--- src/rtl/cfg_chain_loader_if.sv ---
// cfg_chain_loader_if: host bitstream word handshake for the config chain loader.
//   cfg_data  - one bitstream word, bit 0 goes onto the chain first
//   cfg_valid - host has a word on cfg_data
//   cfg_ready - loader takes the word at the next edge if cfg_valid is high
// master = host side, slave = loader side.
interface cfg_chain_loader_if #(
  parameter int WORD_W = 8
);
  logic [WORD_W-1:0] cfg_data;
  logic              cfg_valid;
  logic              cfg_ready;

  modport master (output cfg_data, output cfg_valid, input cfg_ready);
  modport slave  (input cfg_data, input cfg_valid, output cfg_ready);
endinterface

--- src/rtl/cfg_chain_loader.sv ---
// cfg_chain_loader: fills the CLB/SB/CB configuration scan chain from a word stream.
//   prog_clk, prog_rst  - clock and synchronous active-high reset
//   start, abort        - begin a load (from IDLE) / cancel an active load
//   cfg                 - host word handshake (slave side)
//   prog_in, prog_en    - serial data and shift enable into the chain head
//   prog_out            - chain tail, brought in only as a readback tap
//   fabric_en           - clb_clk gate enable, high once the chain is fully loaded
//   busy, done, aborted - status: active / end-of-load pulse / last load cancelled
//   bit_count           - bits shifted in the current or last load
// Each accepted word is shifted out LSB-first; the load ends after exactly
// CHAIN_LEN bits, discarding whatever is left of the final word.
module cfg_chain_loader #(
  parameter int CHAIN_LEN = 64,
  parameter int WORD_W    = 8,
  parameter int CNT_W     = $clog2(CHAIN_LEN + 1)
) (
  input  logic              prog_clk,
  input  logic              prog_rst,
  input  logic              start,
  input  logic              abort,
  cfg_chain_loader_if.slave cfg,
  output logic              prog_in,
  output logic              prog_en,
  input  logic              prog_out,
  output logic              fabric_en,
  output logic              busy,
  output logic              done,
  output logic              aborted,
  output logic [CNT_W-1:0]  bit_count
);
  localparam int               BL_W = $clog2(WORD_W + 1);
  localparam logic [CNT_W-1:0] LAST = CNT_W'(CHAIN_LEN - 1);
  localparam logic [CNT_W-1:0] FULL = CNT_W'(CHAIN_LEN);

  typedef enum logic [1:0] {IDLE, FETCH, SHIFT, DONE} state_t;

  state_t            state, state_nxt;
  logic [WORD_W-1:0] sh_buf;
  logic [BL_W-1:0]   bits_left;
  logic              accept;
  logic              unused_tap;

  // Tail of the chain is routed here for debug probing only.
  assign unused_tap = prog_out;

  always_ff @(posedge prog_clk) begin
    if (prog_rst) state <= IDLE;
    else          state <= state_nxt;
  end

  always_comb begin
    state_nxt     = state;
    cfg.cfg_ready = 1'b0;
    prog_en       = 1'b0;
    prog_in       = 1'b0;
    busy          = 1'b1;
    done          = 1'b0;
    accept        = 1'b0;
    unique case (state)
      IDLE: begin
        busy = 1'b0;
        if (start && !abort) state_nxt = FETCH;
      end
      FETCH: begin
        cfg.cfg_ready = 1'b1;
        accept        = cfg.cfg_valid;
        if (abort)              state_nxt = IDLE;
        else if (cfg.cfg_valid) state_nxt = SHIFT;
      end
      SHIFT: begin
        prog_en = 1'b1;
        prog_in = sh_buf[0];
        // Reaching the chain length wins over the word boundary, so the
        // unused top of the last word is simply dropped.
        if (abort)                         state_nxt = IDLE;
        else if (bit_count == LAST)        state_nxt = DONE;
        else if (bits_left == BL_W'(1))    state_nxt = FETCH;
      end
      DONE: begin
        done      = 1'b1;
        state_nxt = IDLE;
      end
      default: state_nxt = IDLE;
    endcase
  end

  always_ff @(posedge prog_clk) begin
    if (prog_rst) begin
      sh_buf    <= '0;
      bits_left <= '0;
      bit_count <= '0;
      fabric_en <= 1'b0;
      aborted   <= 1'b0;
    end else begin
      unique case (state)
        IDLE: begin
          if (start && !abort) begin
            bit_count <= '0;
            fabric_en <= 1'b0;
            aborted   <= 1'b0;
          end
        end
        FETCH: begin
          // A word offered while ready is consumed even on an abort edge,
          // so the host never sees a ready/valid pair that went nowhere.
          if (accept) begin
            sh_buf    <= cfg.cfg_data;
            bits_left <= BL_W'(WORD_W);
          end
          if (abort) aborted <= 1'b1;
        end
        SHIFT: begin
          sh_buf    <= sh_buf >> 1;
          bits_left <= bits_left - BL_W'(1);
          // prog_en is high this cycle even when abort arrives, so the chain
          // really moved and the bit is counted.
          if (bit_count != FULL) bit_count <= bit_count + CNT_W'(1);
          if (abort) aborted <= 1'b1;
        end
        DONE:    fabric_en <= 1'b1;
        default: ;
      endcase
    end
  end
endmodule

--- src/flat_wrapper.sv ---
// flat-port wrapper written by rule: the top's interface ports become plain ports
module cfg_chain_loader_flat 
#(
  parameter int CHAIN_LEN = 64,
  parameter int WORD_W    = 8,
  parameter int CNT_W     = $clog2(CHAIN_LEN + 1)
)
  (prog_clk, prog_rst, start, abort, prog_in, prog_en, prog_out, fabric_en, busy, done, aborted, bit_count, cfg_cfg_data, cfg_cfg_valid, cfg_cfg_ready);
  cfg_chain_loader_if #(.WORD_W(WORD_W)) cfg_i ();
  input  logic prog_clk;
  input  logic prog_rst;
  input  logic start;
  input  logic abort;
  output logic prog_in;
  output logic prog_en;
  input  logic prog_out;
  output logic fabric_en;
  output logic busy;
  output logic done;
  output logic aborted;
  output logic [CNT_W-1:0] bit_count;
  input wire logic [$bits(cfg_i.cfg_data)-1:0] cfg_cfg_data;
  input wire logic [$bits(cfg_i.cfg_valid)-1:0] cfg_cfg_valid;
  output wire logic [$bits(cfg_i.cfg_ready)-1:0] cfg_cfg_ready;
  assign cfg_i.cfg_data = cfg_cfg_data;
  assign cfg_i.cfg_valid = cfg_cfg_valid;
  assign cfg_cfg_ready = cfg_i.cfg_ready;
  cfg_chain_loader #(.CHAIN_LEN(CHAIN_LEN), .WORD_W(WORD_W), .CNT_W(CNT_W)) u_core (.prog_clk(prog_clk), .prog_rst(prog_rst), .start(start), .abort(abort), .cfg(cfg_i), .prog_in(prog_in), .prog_en(prog_en), .prog_out(prog_out), .fabric_en(fabric_en), .busy(busy), .done(done), .aborted(aborted), .bit_count(bit_count));
endmodule
--- config.mk ---
export PLATFORM = sky130hd
export DESIGN_NAME = cfg_chain_loader_flat
export DESIGN_NICKNAME = d
export VERILOG_FILES = /design/src/rtl/cfg_chain_loader_if.sv /design/src/rtl/cfg_chain_loader.sv /design/src/flat_wrapper.sv
export SDC_FILE = /design/constraint.sdc
export NUM_CORES = 1
export LEC_CHECK = 0
export ABC_AREA = 1
export CAP_MARGIN = 20
export CORE_MARGIN = 1.5
export CORE_UTILIZATION = 50
export DETAILED_ROUTE_END_ITERATION = 10
export PLACE_DENSITY = 0.9
export SLEW_MARGIN = 20
export SYNTH_ARGS = -nofsm -noshare
export SYNTH_HDL_FRONTEND = slang
export SYNTH_SLANG_ARGS = --single-unit
--- constraint.sdc ---
create_clock -name prog_clk -period 1.5 [get_ports prog_clk]
set_input_delay 0.3 -clock prog_clk [delete_from_list [all_inputs] [get_ports prog_clk]]
set_output_delay 0.3 -clock prog_clk [all_outputs]
set_load 0.1 [all_outputs]
Yosys cells after proc, flatten, opt, wreduce, memory -nomap -nowiden --
Index checks and enable logic that the tools add are counted. Widths: inputs -> output; s select.
Storage, ports and cells: bits of input ports 14, latch bits 0, output and inout bits 14, register bits after elaboration 23, memory bits (read-only) 0, RAM bits 0, memories kept 0
Operators by class: shift-type cells 0, bitwise operators 0, equality and inequality tests 12, div/mod/pow operators 0, muxes and demuxes 24, multiply operators 0, order comparisons 0, $add $sub $neg 2, reduce and logical (&&, ||, !) cells 13
Operator list (number):
- $pmux 8 s2 | 1
- $mux 7 | 2
- $pmux 7 s2 | 1
- $mux 2 | 6
- $reduce_and 3->1 | 3
- $mux 1 | 8
- $mux 8 | 1
- $ne 2x1->1 const B | 4
- $pmux 2 s4 | 1
- $pmux 4 s2 | 1
- $reduce_bool 2->1 | 4
- $add 7x1->7 const B | 1
- $eq 7x6->1 const B | 1
- $ne 7x7->1 const B | 1
- $eq 2x2->1 const B | 2
- $eq 4x1->1 const B | 1
- $mux 4 | 1
- $ne 4x2->1 const B | 1
- $pmux 1 s2 | 2
- $reduce_and 2->1 | 2
- $sub 4x1->4 const B | 1
- $ne 3x3->1 const B | 1
- $eq 2x1->1 const B | 1
- $logic_not 2->1 | 1
- other kinds (3) | 3

Longest topological paths before layout --
depth after elaboration 5, mapped depth 11, mapped depth without buffers 10

Worst setup path before layout --
No wires, ideal clock.
kind register to output, start point register u_core.state[0], end point output port prog_in, arrival time 2.347 ns, cell stages (with the launch flop) 7, setup slack -1.147 ns, cells stage by stage dfxtp_1 -> inv_1 -> ha_1 -> buf_4 -> buf_2 -> nand2_1 -> inv_1
On the way: word-level cells in the longest chain between the ends 2
RTL lines:
- start: declaration | RTL line cfg_chain_loader.sv:37 | state_t state, state_nxt;
- start signal: assignment | RTL line cfg_chain_loader.sv:48 | else state <= state_nxt;
- $eq 2x2->1 | RTL line cfg_chain_loader.sv:59 | unique case (state)
- $mux 1 | RTL line cfg_chain_loader.sv:59
- end: declaration | RTL line flat_wrapper.sv:14 | output logic prog_in;
Every way passes these cells.

Worst setup path in the final report --
Ends and elaborated chain as after synthesis.

==> Implementation_results.wiki <==
{| class="wikitable"
! Metric !! Value
|-
| Latest clock arrival within the worst-skew pair || 0.33 ns
|-
| Hold path startpoint || u_core.sh_buf[5]
|-
| Share of final-layout standard cells stronger than drive strength 1 || 0.374
|-
| First-iteration detailed-routing DRC count || 58
|-
| Clock root buffer master || clkbuf_4
|-
| Post-Syn Instances || 184
|-
| Switching pwr || 0.000597 W
|-
| CTS tree || yes
|-
| Worst Path Class, Setup || flop to output pin
|-
| Initial standard-cell utilization of the core || 0.532
|-
| DRC Markers || 0
|-
| Switching share of power || 0.371
|-
| Kind of end point of the critical path || output pin
|-
| Area share of and/or/nand/nor cells after synthesis || 0.299
|-
| Clock slew at reported path FFs || 0.13 ns
|-
| Area growth from synthesis to layout || 58.2%
|-
| PwrDens || 766 nW/um2
|-
| Number of routed nets with antenna violations || 0
|-
| Overall fraction of global-route tracks in use || 0.251
|-
| Synth Warn # || 0
|-
| Multiplexer area fraction after synthesis || 0
|-
| Placeable core area || 2500 um2
|-
| Most used flip-flop cell after synthesis || dfxtp_1
|-
| Number of buffers on the longest clock path || 2
|-
| Compound-Gate Fraction of Synth Area || 0.153
|-
| HPWL after detailed placement || 2160 um
|-
| Largest voltage drop on the vdd net || 0.781 mV
|-
| Die Area || 2980 um2
|-
| Adder-cell share of the synthesized area || 0.0847
|-
| Layout Utilization || 0.841
|-
| Number of top-level pins || 28
|-
| Global-route wire length before repair || 5290 um
|-
| DRT Wirelength || 4440 um
|-
| Post-placement worst setup slack || -0.136 ns
|-
| Commonest cells after routing, fill and taps aside || nand2_1 (41), buf_12 (16), dfxtp_1 (14), nor2_1 (13)
|-
| Fin nets || 251
|-
| Count of final hold-check violations || 0
|-
| H-tree Lvls || 1
|-
| Final antenna diode count || 0
|-
| Setup-failing EPs final || 15
|-
| Synthesized area || 1330 um2
|-
| Clock skew || 0.00759 ns
|-
| Max-Slew Margin vs Limit || 0.797
|-
| Outcome || complete, but fails checks
|-
| Largest net degree at the start of global routing || 15
|-
| Syn nets || 207
|-
| Overall via count from detail_route || 1485
|-
| Leading cell type in the layout, fill and taps excluded || nand2_1
|-
| Final critical path time including I/O delays and setup || 1.64 ns
|-
| Worst-case register-to-register setup slack || -0.13 ns
|-
| Unrepaired setup endpoints after global routing || yes
|-
| Final weighted congestion in routability-driven placement || 0.820
|-
| Cts hold-fix bufs || 0
|-
| Final critical-path share of the clock period || 1.09
|-
| Combinational family with the most area after synthesis || simple AND/OR/NAND/NOR gates
|-
| Chip Height || 54.6 um
|-
| Avg WL per Cell || 17.3 um
|-
| Critical Path Fanout Max || 3
|-
| Internal portion of total power || 0.00101 W
|-
| Count of port buffers added during placement || 26
|-
| Number of clock sinks || 23
|-
| Leading area contributor after synthesis || dfxtp_1
|-
| Number of detailed-routing iterations run before antenna repair || 5
|-
| Post-Synth XOR/XNOR Area || 0.0198
|-
| TritonCTS Buffers || 3
|-
| Reg-to-Reg Start || u_core.state[0]
|-
| Data arrival time at the worst-slack endpoint || 1.34 ns
|-
| Maximum achievable frequency || 0.609 GHz
|-
| Number of storage elements in the synthesis netlist || 23
|-
| Detail-routed via count per cell || 5.78
|-
| Fraction of synthesized cell area taken by the top area cell type || 0.347
|-
| Min-Delay Path Class || flop to flop
|-
| Max_cap viols || 0
|-
| Clock power share || 0.188
|-
| Startpoint kind of the worst setup timing path || flop
|-
| Count of cell types in the netlist || 28
|-
| Register area share after synthesis || 0.347
|-
| Die X-Extent || 54.6 um
|-
| Leftover overflow at the end of global routing || 0
|-
| Slew at the pin closest to its max-slew limit || 0.303 ns
|-
| Crit path required time || 1.20 ns
|-
| Row cnt || 18
|-
| Crit. Startpoint || u_core.state[0]
|-
| Top cells by area, synth || dfxtp_1 (35%), nand2_1 (13%), ha_1 (8.5%)
|-
| Antenna violations before repair || 0
|-
| Vias in the first global route || 1187
|-
| Syn_area_per_cell || 7.22 um2
|-
| Post-synthesis async set-or-reset flop share || 0
|-
| Slew Viols, Final || 0
|-
| Crit path setup slack, layout || -0.142 ns
|-
| Post-synth EDFFs || 0
|-
| Violated checks || negative setup slack
|-
| Flop pwr share || 0.418
|-
| Combinational Power Share || 0.394
|-
| Leakage component of the power || 0.812 nW
|}
-- layout make-up --
class | count | area [um2]
Clock buffer | 4 | 26.3
Fill cell | 123 | 398
Inverter | 21 | 96.3
Multi-Input combinational cell | 136 | 898
Sequential cell | 23 | 479
Tap cell | 30 | 37.5
Timing Repair Buffer | 43 | 564
-- synthesized netlist by cell type, types with 2 or more instances --
cell,number
buf_6,2
inv_4,2
nor3_1,4
xor2_1,2
nor2_1,13
nand2_2,6
o21ai_0,2
nand3_1,12
dfxtp_1,23
o21ai_1,7
buf_2,2
ha_1,9
nand2_1,47
a31oi_1,8
inv_1,18
a21oi_1,15
-- flip-flops by register name, summed over array words and instances (netlist names) --
signal            count
u_core.sh_buf         8
u_core.aborted        1
u_core.bits_left      4
u_core.bit_count      7
u_core.state          2
u_core.fabric_en      1
-- worst max-delay path, cell delays in order, from the launching register on --
cell,delay [ns]
dfxtp_2,0.38
inv_4,0.05
ha_4,0.15
buf_6,0.12
nand2_4,0.06
clkinvlp_4,0.09
buf_12,0.17
-- repair_timing --
item,4_1_cts,5_1_grt
buffers inserted,7,3
cloned,1,1
pin swaps,2,5
resized for setup,8,22
endpoints found under the setup margin,9,27
-- power by group through the flow --
stage | clock (W) | sequential (W) | combinational, W
6_report | 0.000302 | 0.000674 | 0.000635
5_1_grt | 0.000331 | 0.000676 | 0.000671
4_1_cts | 0.000303 | 0.000669 | 0.000495
3_5_place_dp | 0 | 0.000685 | 0.000436
3_3_place_gp | 0 | 0.000683 | 0.000426
2_1_floorplan | 0 | 0.000688 | 0.000302
-- stage by stage --
stage                     area, um2  hold WS, ns  TNS [ns]  total power, W  instances
final                          2100        0.483     -1.36         0.00161        257
after global placement         1830        0.459    -0.615         0.00111        241
after CTS                      1950        0.483    -0.433         0.00147        253
after detailed placement       1830        0.463     -1.04         0.00112        241
after floorplan                1400        0.369     -4.62        0.000990        184
after global routing           2100        0.507     -2.59         0.00168        257
-- final timing paths --
check	endpoint	cells after the start
setup reg to reg	u_core.state[1]	12
hold / removal	u_core.sh_buf[4]	2
setup / recovery	prog_in	6
hold reg to reg	u_core.sh_buf[4]	2
-- kinds of logic after synthesis --
kind of cell             Yosys count
adder cells (fa/ha/maj)            9
flip-flops                        23
AND/OR/NAND/NOR                   87
XOR/XNOR                           3
AO/OA/AOI/OAI                     35
buffers and inverters             27
-- per-layer routing --
layer / GRT usage / part of all wire / vias up
met4: 0.0917 / 0.032 / 0
met1: 0.295 / 0.37 / 696
met2: 0.446 / 0.52 / 82
li1: - / - / 685
met3: 0.0519 / 0.074 / 22
met5: 0 / 0 / -
(Power assumes the default switching activity.)
